$ cat src/rtl/ldm_stm_sequencer.sv
// Sequences one ARM LDM/STM block transfer: CALC, one XFER per accepted memory cycle, optional base WB, DONE pulse.
// Busy for N+2(+1 with writeback) cycles plus one per mem_ready_in stall; commands are ignored while busy.
module ldm_stm_sequencer (
  input  logic        clk_in,
  input  logic        reset_in,
  input  logic        start_in,
  input  logic        is_load_in,
  input  logic [15:0] reg_list_in,
  input  logic [3:0]  base_reg_in,
  input  logic [31:0] base_val_in,
  input  logic        p_in,
  input  logic        u_in,
  input  logic        w_in,
  input  logic        mem_ready_in,
  output logic        busy_out,
  output logic [3:0]  reg_addr_out,
  output logic        reg_rd_en_out,
  output logic        reg_wr_en_out,
  output logic [31:0] mem_addr_out,
  output logic        mem_rd_en_out,
  output logic        mem_wr_en_out,
  output logic        base_wb_en_out,
  output logic [31:0] base_wb_data_out,
  output logic        done_out
);

  typedef enum logic [2:0] {
    S_IDLE,
    S_CALC,
    S_XFER,
    S_WB,
    S_DONE
  } state_t;

  state_t      state_q, state_d;
  logic        is_load_q;
  logic [15:0] list_q;
  logic [31:0] base_val_q;
  logic        p_q, u_q, w_q;
  logic        wb_sup_q;
  logic [31:0] addr_q;
  logic [31:0] wb_data_q;

  logic [4:0]  cnt;
  logic [31:0] four_n;
  logic [3:0]  low_idx;
  logic [15:0] list_next;
  logic [31:0] start_addr;

  always_comb begin
    cnt     = 5'd0;
    low_idx = 4'd0;
    for (int i = 0; i < 16; i++) begin
      cnt = cnt + {4'd0, list_q[i]};
    end
    for (int i = 15; i >= 0; i--) begin
      if (list_q[i]) low_idx = i[3:0];
    end
  end

  assign four_n    = {25'd0, cnt, 2'b00};
  // Clearing the lowest set bit walks the list in ascending register order.
  assign list_next = list_q & (list_q - 16'd1);

  always_comb begin
    start_addr = base_val_q;
    case ({p_q, u_q})
      2'b01:   start_addr = base_val_q;
      2'b11:   start_addr = base_val_q + 32'd4;
      2'b00:   start_addr = base_val_q - four_n + 32'd4;
      default: start_addr = base_val_q - four_n;
    endcase
  end

  always_ff @(posedge clk_in) begin
    if (reset_in) begin
      state_q    <= S_IDLE;
      is_load_q  <= 1'b0;
      list_q     <= 16'd0;
      base_val_q <= 32'd0;
      p_q        <= 1'b0;
      u_q        <= 1'b0;
      w_q        <= 1'b0;
      wb_sup_q   <= 1'b0;
      addr_q     <= 32'd0;
      wb_data_q  <= 32'd0;
    end else begin
      state_q <= state_d;
      case (state_q)
        S_IDLE: begin
          if (start_in) begin
            is_load_q  <= is_load_in;
            list_q     <= reg_list_in;
            base_val_q <= base_val_in;
            p_q        <= p_in;
            u_q        <= u_in;
            w_q        <= w_in;
            // A load into the base register overrides the writeback.
            wb_sup_q   <= is_load_in & reg_list_in[base_reg_in];
          end
        end
        S_CALC: begin
          addr_q    <= start_addr;
          wb_data_q <= u_q ? (base_val_q + four_n) : (base_val_q - four_n);
        end
        S_XFER: begin
          if (mem_ready_in) begin
            list_q <= list_next;
            addr_q <= addr_q + 32'd4;
          end
        end
        default: ;
      endcase
    end
  end

  always_comb begin
    state_d        = state_q;
    busy_out       = (state_q != S_IDLE);
    reg_addr_out   = 4'd0;
    mem_addr_out   = 32'd0;
    reg_rd_en_out  = 1'b0;
    reg_wr_en_out  = 1'b0;
    mem_rd_en_out  = 1'b0;
    mem_wr_en_out  = 1'b0;
    base_wb_en_out = 1'b0;
    done_out       = 1'b0;
    case (state_q)
      S_IDLE: if (start_in) state_d = S_CALC;
      S_CALC: state_d = (cnt == 5'd0) ? S_DONE : S_XFER;
      S_XFER: begin
        reg_addr_out  = low_idx;
        mem_addr_out  = addr_q;
        mem_rd_en_out = is_load_q;
        mem_wr_en_out = ~is_load_q;
        reg_rd_en_out = ~is_load_q;
        reg_wr_en_out = is_load_q & mem_ready_in;
        if (mem_ready_in && (list_next == 16'd0)) begin
          state_d = (w_q && !wb_sup_q) ? S_WB : S_DONE;
        end
      end
      S_WB: begin
        base_wb_en_out = 1'b1;
        state_d        = S_DONE;
      end
      S_DONE: begin
        done_out = 1'b1;
        state_d  = S_IDLE;
      end
      default: state_d = S_IDLE;
    endcase
  end

  assign base_wb_data_out = wb_data_q;

endmodule

$ cat config.mk
export PLATFORM = sky130hd
export DESIGN_NAME = ldm_stm_sequencer
export DESIGN_NICKNAME = d
export VERILOG_FILES = /design/src/rtl/ldm_stm_sequencer.sv
export SDC_FILE = /design/constraint.sdc
export NUM_CORES = 1
export LEC_CHECK = 0
export BUFFER_PORTS_ARGS = -buffer_cell sky130_fd_sc_hd__buf_2
export CAP_MARGIN = 20
export CORE_AREA = 5 5 122 182
export CTS_BUF_LIST = sky130_fd_sc_hd__clkbuf_2 sky130_fd_sc_hd__clkbuf_4 sky130_fd_sc_hd__clkbuf_8
export DETAILED_ROUTE_END_ITERATION = 10
export DIE_AREA = 0 0 127 187
export PLACE_DENSITY_LB_ADDON = 0.2
export SYNTH_ARGS = -nofsm -noshare
export SYNTH_HDL_FRONTEND = slang
export SYNTH_SLANG_ARGS = --single-unit
$ cat constraint.sdc
create_clock -name clk_in -period 8.5 [get_ports clk_in]
set_input_delay 1.7 -clock clk_in [delete_from_list [all_inputs] [get_ports clk_in]]
set_output_delay 1.7 -clock clk_in [all_outputs]
set_load 0.01 [all_outputs]
; Word-level counts from Yosys, hierarchy flattened
; Index checks and enable logic that the tools add are counted.
[totals]
register_bits = 120
[classes]
eq_ne = 9
order_cmp = 1
n_reduce_logical = 14
n_mux = 37
bitwise = 4
addsub = 21
[ops]
columns = op, n
row1 = "32-bit by 3-bit adder with 32-bit output, second input constant", 3
row2 = 32-bit 2-to-1 mux, 3
row3 = 32-bit one-hot mux with 3 select lines, 1
row4 = 4-bit 2-to-1 mux, 17
row5 = 32-bit one-hot mux with 2 select lines, 1
row6 = 5-bit by 1-bit adder with 5-bit output, 11
row7 = 32-bit by 7-bit adder with 32-bit output, 1
row8 = 16-bit 2-to-1 mux, 2
row9 = 16-bit one-hot mux with 2 select lines, 1
row10 = 32-bit by 7-bit subtractor with 32-bit output, 1
row11 = 16-bit AND, 1
row12 = 16-bit zero test, 1
row13 = "16-bit by 1-bit subtractor with 16-bit output, second input constant", 1
row14 = 3-bit 2-to-1 mux, 4
row15 = 3-bit one-hot mux with 4 select lines, 1
row16 = "3-bit by 2-bit == test with 1-bit output, second input constant", 2
row17 = 1-bit 2-to-1 mux, 6
row18 = "2-bit inequality test, second input constant", 3
row19 = 2-bit AND reduction, 3
row20 = 4-bit by 1-bit adder with 5-bit output, 1
row21 = 5-bit zero test, 1
row22 = "4-bit by 5-bit < comparator with 1-bit output, second input constant", 1
row23 = 3-bit by 1-bit adder with 4-bit output, 1
row24 = 1-bit binary-select mux with 4-bit select, 1
row25 = 15 further kinds, 18

; Depth between registers and ports, before layout
[depth]
word_depth = 19
ltp_mapped = 26

; Worst setup path before layout
; Ideal clock, no wire load.
[synth_timing]
path_type = register -> register
startpoint = register list_q[9]
endpoint = register addr_q[22]
slack_ns = 2.142
setup_ns = 0.137
arrival_ns = 6.221
synth_period_minus_slack_ns = 6.358
stages_incl_launch_ff = 25
path_cell_list = dfxtp_1 -> clkbuf_1 -> inv_1 -> fa_1 -> inv_1 -> fa_1 -> fa_1 -> inv_1 -> fa_1 -> inv_1 -> ha_1 -> inv_1 -> fa_1 -> xnor2_1 -> ha_1 -> and2b_1 -> a2111oi_4 -> buf_2 -> o21ai_1 -> a222oi_1 -> nand4_1 -> or4_4 -> or3_1 -> nand3_1 -> a31oi_1
[synth_via]
elab_chain_len = 11
[synth_rtl]
columns = item, line
row1 = "start, declared", 37  ; logic [15:0] list_q;
row2 = "start signal, assigned", 93  ; list_q <= reg_list_in;
row3 = "start signal, assigned", 108  ; list_q <= list_next;
row4 = 5-bit by 1-bit adder with 5-bit output * (7 in series), 54  ; cnt = cnt + {4'd0, list_q[i]};
row5 = 32-bit by 7-bit subtractor with 32-bit output *, "70, 71"
row6 = 32-bit by 3-bit adder with 32-bit output, 70  ; 2'b00: start_addr = base_val_q - four_n + 32'd4;
row7 = 32-bit one-hot mux with 3 select lines *, 67  ; case ({p_q, u_q})
row8 = 32-bit one-hot mux with 2 select lines *, 89  ; case (state_q)
row9 = "end signal, assigned", 103  ; addr_q <= start_addr;
row10 = "end signal, assigned", 109  ; addr_q <= addr_q + 32'd4;
row11 = "end, declared", 41  ; logic [31:0] addr_q;
; Mark *: on every way between the ends. The rest lies on a longest branch, timed or not.
; A chain may end at the register's enable or synchronous reset.

; Worst setup path after layout
[layout_timing]
startpoint = register list_q[5]
endpoint = register addr_q[24]
[layout_via]
elab_chain_len = 15
[layout_rtl]
columns = item, line
row1 = 5-bit by 1-bit adder with 5-bit output * (11 in series), 54
row2 = 32-bit by 7-bit subtractor with 32-bit output *, "70, 71"
row3 = 32-bit by 3-bit adder with 32-bit output, 70
row4 = 32-bit one-hot mux with 3 select lines *, 67
row5 = 32-bit one-hot mux with 2 select lines *, 89
; Marked as above.

==> flow_summary.ini <==
[finish]
nets = 1547
multi_input_area_sq_mm = 0.00687
diodes = 0
seqCellArea_sq_mm = 0.00240
area_growth_pct = 11.2
drive_gt1_frac = 0.152
fillers = 2114

[sta]
timing_hold_violations_final = 0
fmax_ghz = 0.144
fin_ws_ps = 1570
tns_ps = 0
rsz0062_at_grt = no
min_period_ps = 6930
fin_skew_ps = 17.1
setup_viol = 0
relSlewSlack = 0.309
worstMarginPinSlew_ps = 1040
drv_slew = 0
fin_crit_sh = 0.816

[logic_synthesis]
synthFlopType = dfxtp_1
synth_area_leaders = dfxtp_1, nand2_1, a21oi_1
yosysTopAreaCellShare = 0.243
async_reset_ff_frac = 0
synth_edf_count = 0
yosys.cell_count.top_type = nand2_1
syn_nets = 1488
synth_warnings = 0
ys_ff_latch = 120
avgSynthCellArea_sq_um = 7.10
synth_common_cells = nand2_1, a21oi_1, dfxtp_1
syn-instance-count = 1393
yosysTopAreaCell = dfxtp_1
syn_area_sq_mm = 0.00989
ys_types = 78
seq_area_frac_synth = 0.243

[clocking]
cts_buffer_depth = 2
cts_max_level = 4
cts_setup_buffers = 0
clock_sinks = 120
cts_hold_buf = 0
cts_resized = 0
worst_skew_pair.late_latency_ps = 480
cts-buffers-inserted = 17
clock-root-buffer = clkbuf_8
cts.clk_slew.worst_paths_ps = 80
cts_tree = built

[setup_path]
reg2reg_from = list_q[5]$_SDFFE_PP0P_
slowest_delay_ps = 730
cpLargestDelayFamily = adder cells
critPathRequiredTime_ps = 8830
rrSetupSlack_ps = 1570
critical_path.max_fanout = 17
crit_chain = inv_1 > fa_1 > inv_1 > fa_1 > fa_1 > inv_1 > fa_1 > inv_1 > ha_1 > inv_1 > fa_1 > xnor2_1 > ha_1 > and2b_1 > a2111oi_4 > buf_4 > nor3b_2 > xnor2_1 > or4_1 > nor4_2 > nand3_1 > a31oi_1 > a211oi_1
critical_path.startpoint_type = register
crit_path_end_kind = register
critPathArrivalTime_ps = 7270
worstSetupPathType = reg2reg
crit_cells = 23
r2r-end = addr_q[24]$_SDFFE_PP0P_
worstPathBufferInverterCount = 6
reg2reg_depth = 23
cpMaxStageDelayCell = or4_1

[placed_design]
dpl_worst_slack_ps = 1670
gp_congestion = 0.965
io_buffers = 134
hpwl_um = 26300

[global_route]
antenna_found_initial = 0
grt_pass1_wl_um = 55200
grt_pass1_vias = 10500
gr-total-overflow = 0
grt_max_degree = 63
track_usage = 0.293

[route]
routed_wl_um = 35200
vias = 10600
drtAntennaViolNets = 0
drt_iter0_drc = 695
wl_per_cell_um = 20.3
vias_per_cell = 6.15
drt_pre_antenna_iters = 5
drc = 0

[floorplanning]
start_util = 0.486
die-area_sq_mm = 0.0237
chipWidth_um = 127
die_h_um = 187
design.core.area_sq_mm = 0.0203
rows = 64
ios = 135

[worst_hold_path]
hold_start = base_wb_data_out[16]$_SDFFE_PP0P_
hold_end = base_wb_data_out[16]$_SDFFE_PP0P_
hold_path_class = reg2reg
min_path_cells = 2

[flow_run]
cap_viol_max_count = 0

[outcome]
outcome = finished clean
[per-layer routing]
metal | up-vias | part of all wire | global-route usage
li1 | 5073 | - | -
met5 | - | 0 | 0
met4 | 0 | 0.083 | 0.226
met3 | 131 | 0.041 | 0.0417
met2 | 357 | 0.52 | 0.532
met1 | 5072 | 0.35 | 0.293
[stage by stage]
stage                     cell area (sq um)  hold WS [ps]  utilization  cells
final                                 11000           448        0.541   1729
after detailed placement              10600           443        0.520   1696
after CTS                             11000           454        0.541   1728
after global routing                  11000           472        0.541   1729
after floorplan                        9890           431            -   1393
after global placement                10600           437        0.520   1696
[kinds of logic (layout without fill, tap and decap cells)]
kind of cell | Yosys count | after routing | synth area share
compound gates | 391 | 391 | 0.244
xor+xnor | 87 | 87 | 0.0770
fa+ha+maj | 35 | 35 | 0.0534
buf+inv | 161 | 233 | 0.0634
flops | 120 | 120 | 0.243
mux | 17 | 17 | 0.0237
simple gates | 582 | 582 | 0.296
[tightest hold or removal path, cell delays in order, from the launching register on]
cell and delay, ps:
dfxtp_1 310, nand2_1 50, a21oi_1 50
[placed cells by master, fill, tap and decap left out, types with 18 or more instances in the layout]
| cell type | instances |
|---|---|
| clkbuf_8 | 19 |
| nand4_1 | 24 |
| o21ai_0 | 74 |
| and2_1 | 38 |
| xnor2_1 | 54 |
| ha_1 | 23 |
| nor2_1 | 91 |
| nor4_1 | 18 |
| nor3_1 | 45 |
| buf_2 | 133 |
| a211oi_1 | 28 |
| xor2_1 | 33 |
| inv_1 | 50 |
| dfxtp_1 | 120 |
| a21oi_1 | 150 |
| nand2_1 | 219 |
| a31oi_1 | 28 |
| nand3_1 | 43 |
[how the worst max path moves through the flow]
stage	start	to	slack, ps
floorplan	list_q[9]$_SDFFE_PP0P_	addr_q[22]$_SDFFE_PP0P_	2140
global placement	list_q[5]$_SDFFE_PP0P_	addr_q[20]$_SDFFE_PP0P_	1720
detailed placement	list_q[5]$_SDFFE_PP0P_	addr_q[24]$_SDFFE_PP0P_	1670
CTS	list_q[5]$_SDFFE_PP0P_	addr_q[24]$_SDFFE_PP0P_	1630
global route	list_q[5]$_SDFFE_PP0P_	addr_q[25]$_SDFFE_PP0P_	1090
finish	list_q[5]$_SDFFE_PP0P_	addr_q[24]$_SDFFE_PP0P_	1570
[cell type report]
cell class                      instances  area share
Clock buffer                           20      0.0245
Clock inverter                         12      0.0136
Inverter                               52      0.0177
Multi-Input combinational cell       1112       0.625
Sequential cell                       120       0.218
Tap cell                              264      0.0300
Timing Repair Buffer                  149      0.0712
[registers in the layout (all words and copies together) (netlist names)]
| signal | flops |
|---|---|
| w_q | 1 |
| state_q | 3 |
| p_q | 1 |
| addr_q | 32 |
| is_load_q | 1 |
| wb_sup_q | 1 |
| list_q | 16 |
| base_val_q | 32 |
| base_wb_data_out | 32 |
| u_q | 1 |
Power is not shown: default switching activity piles up to over one toggle a cycle in this logic, so the estimate is an artifact.
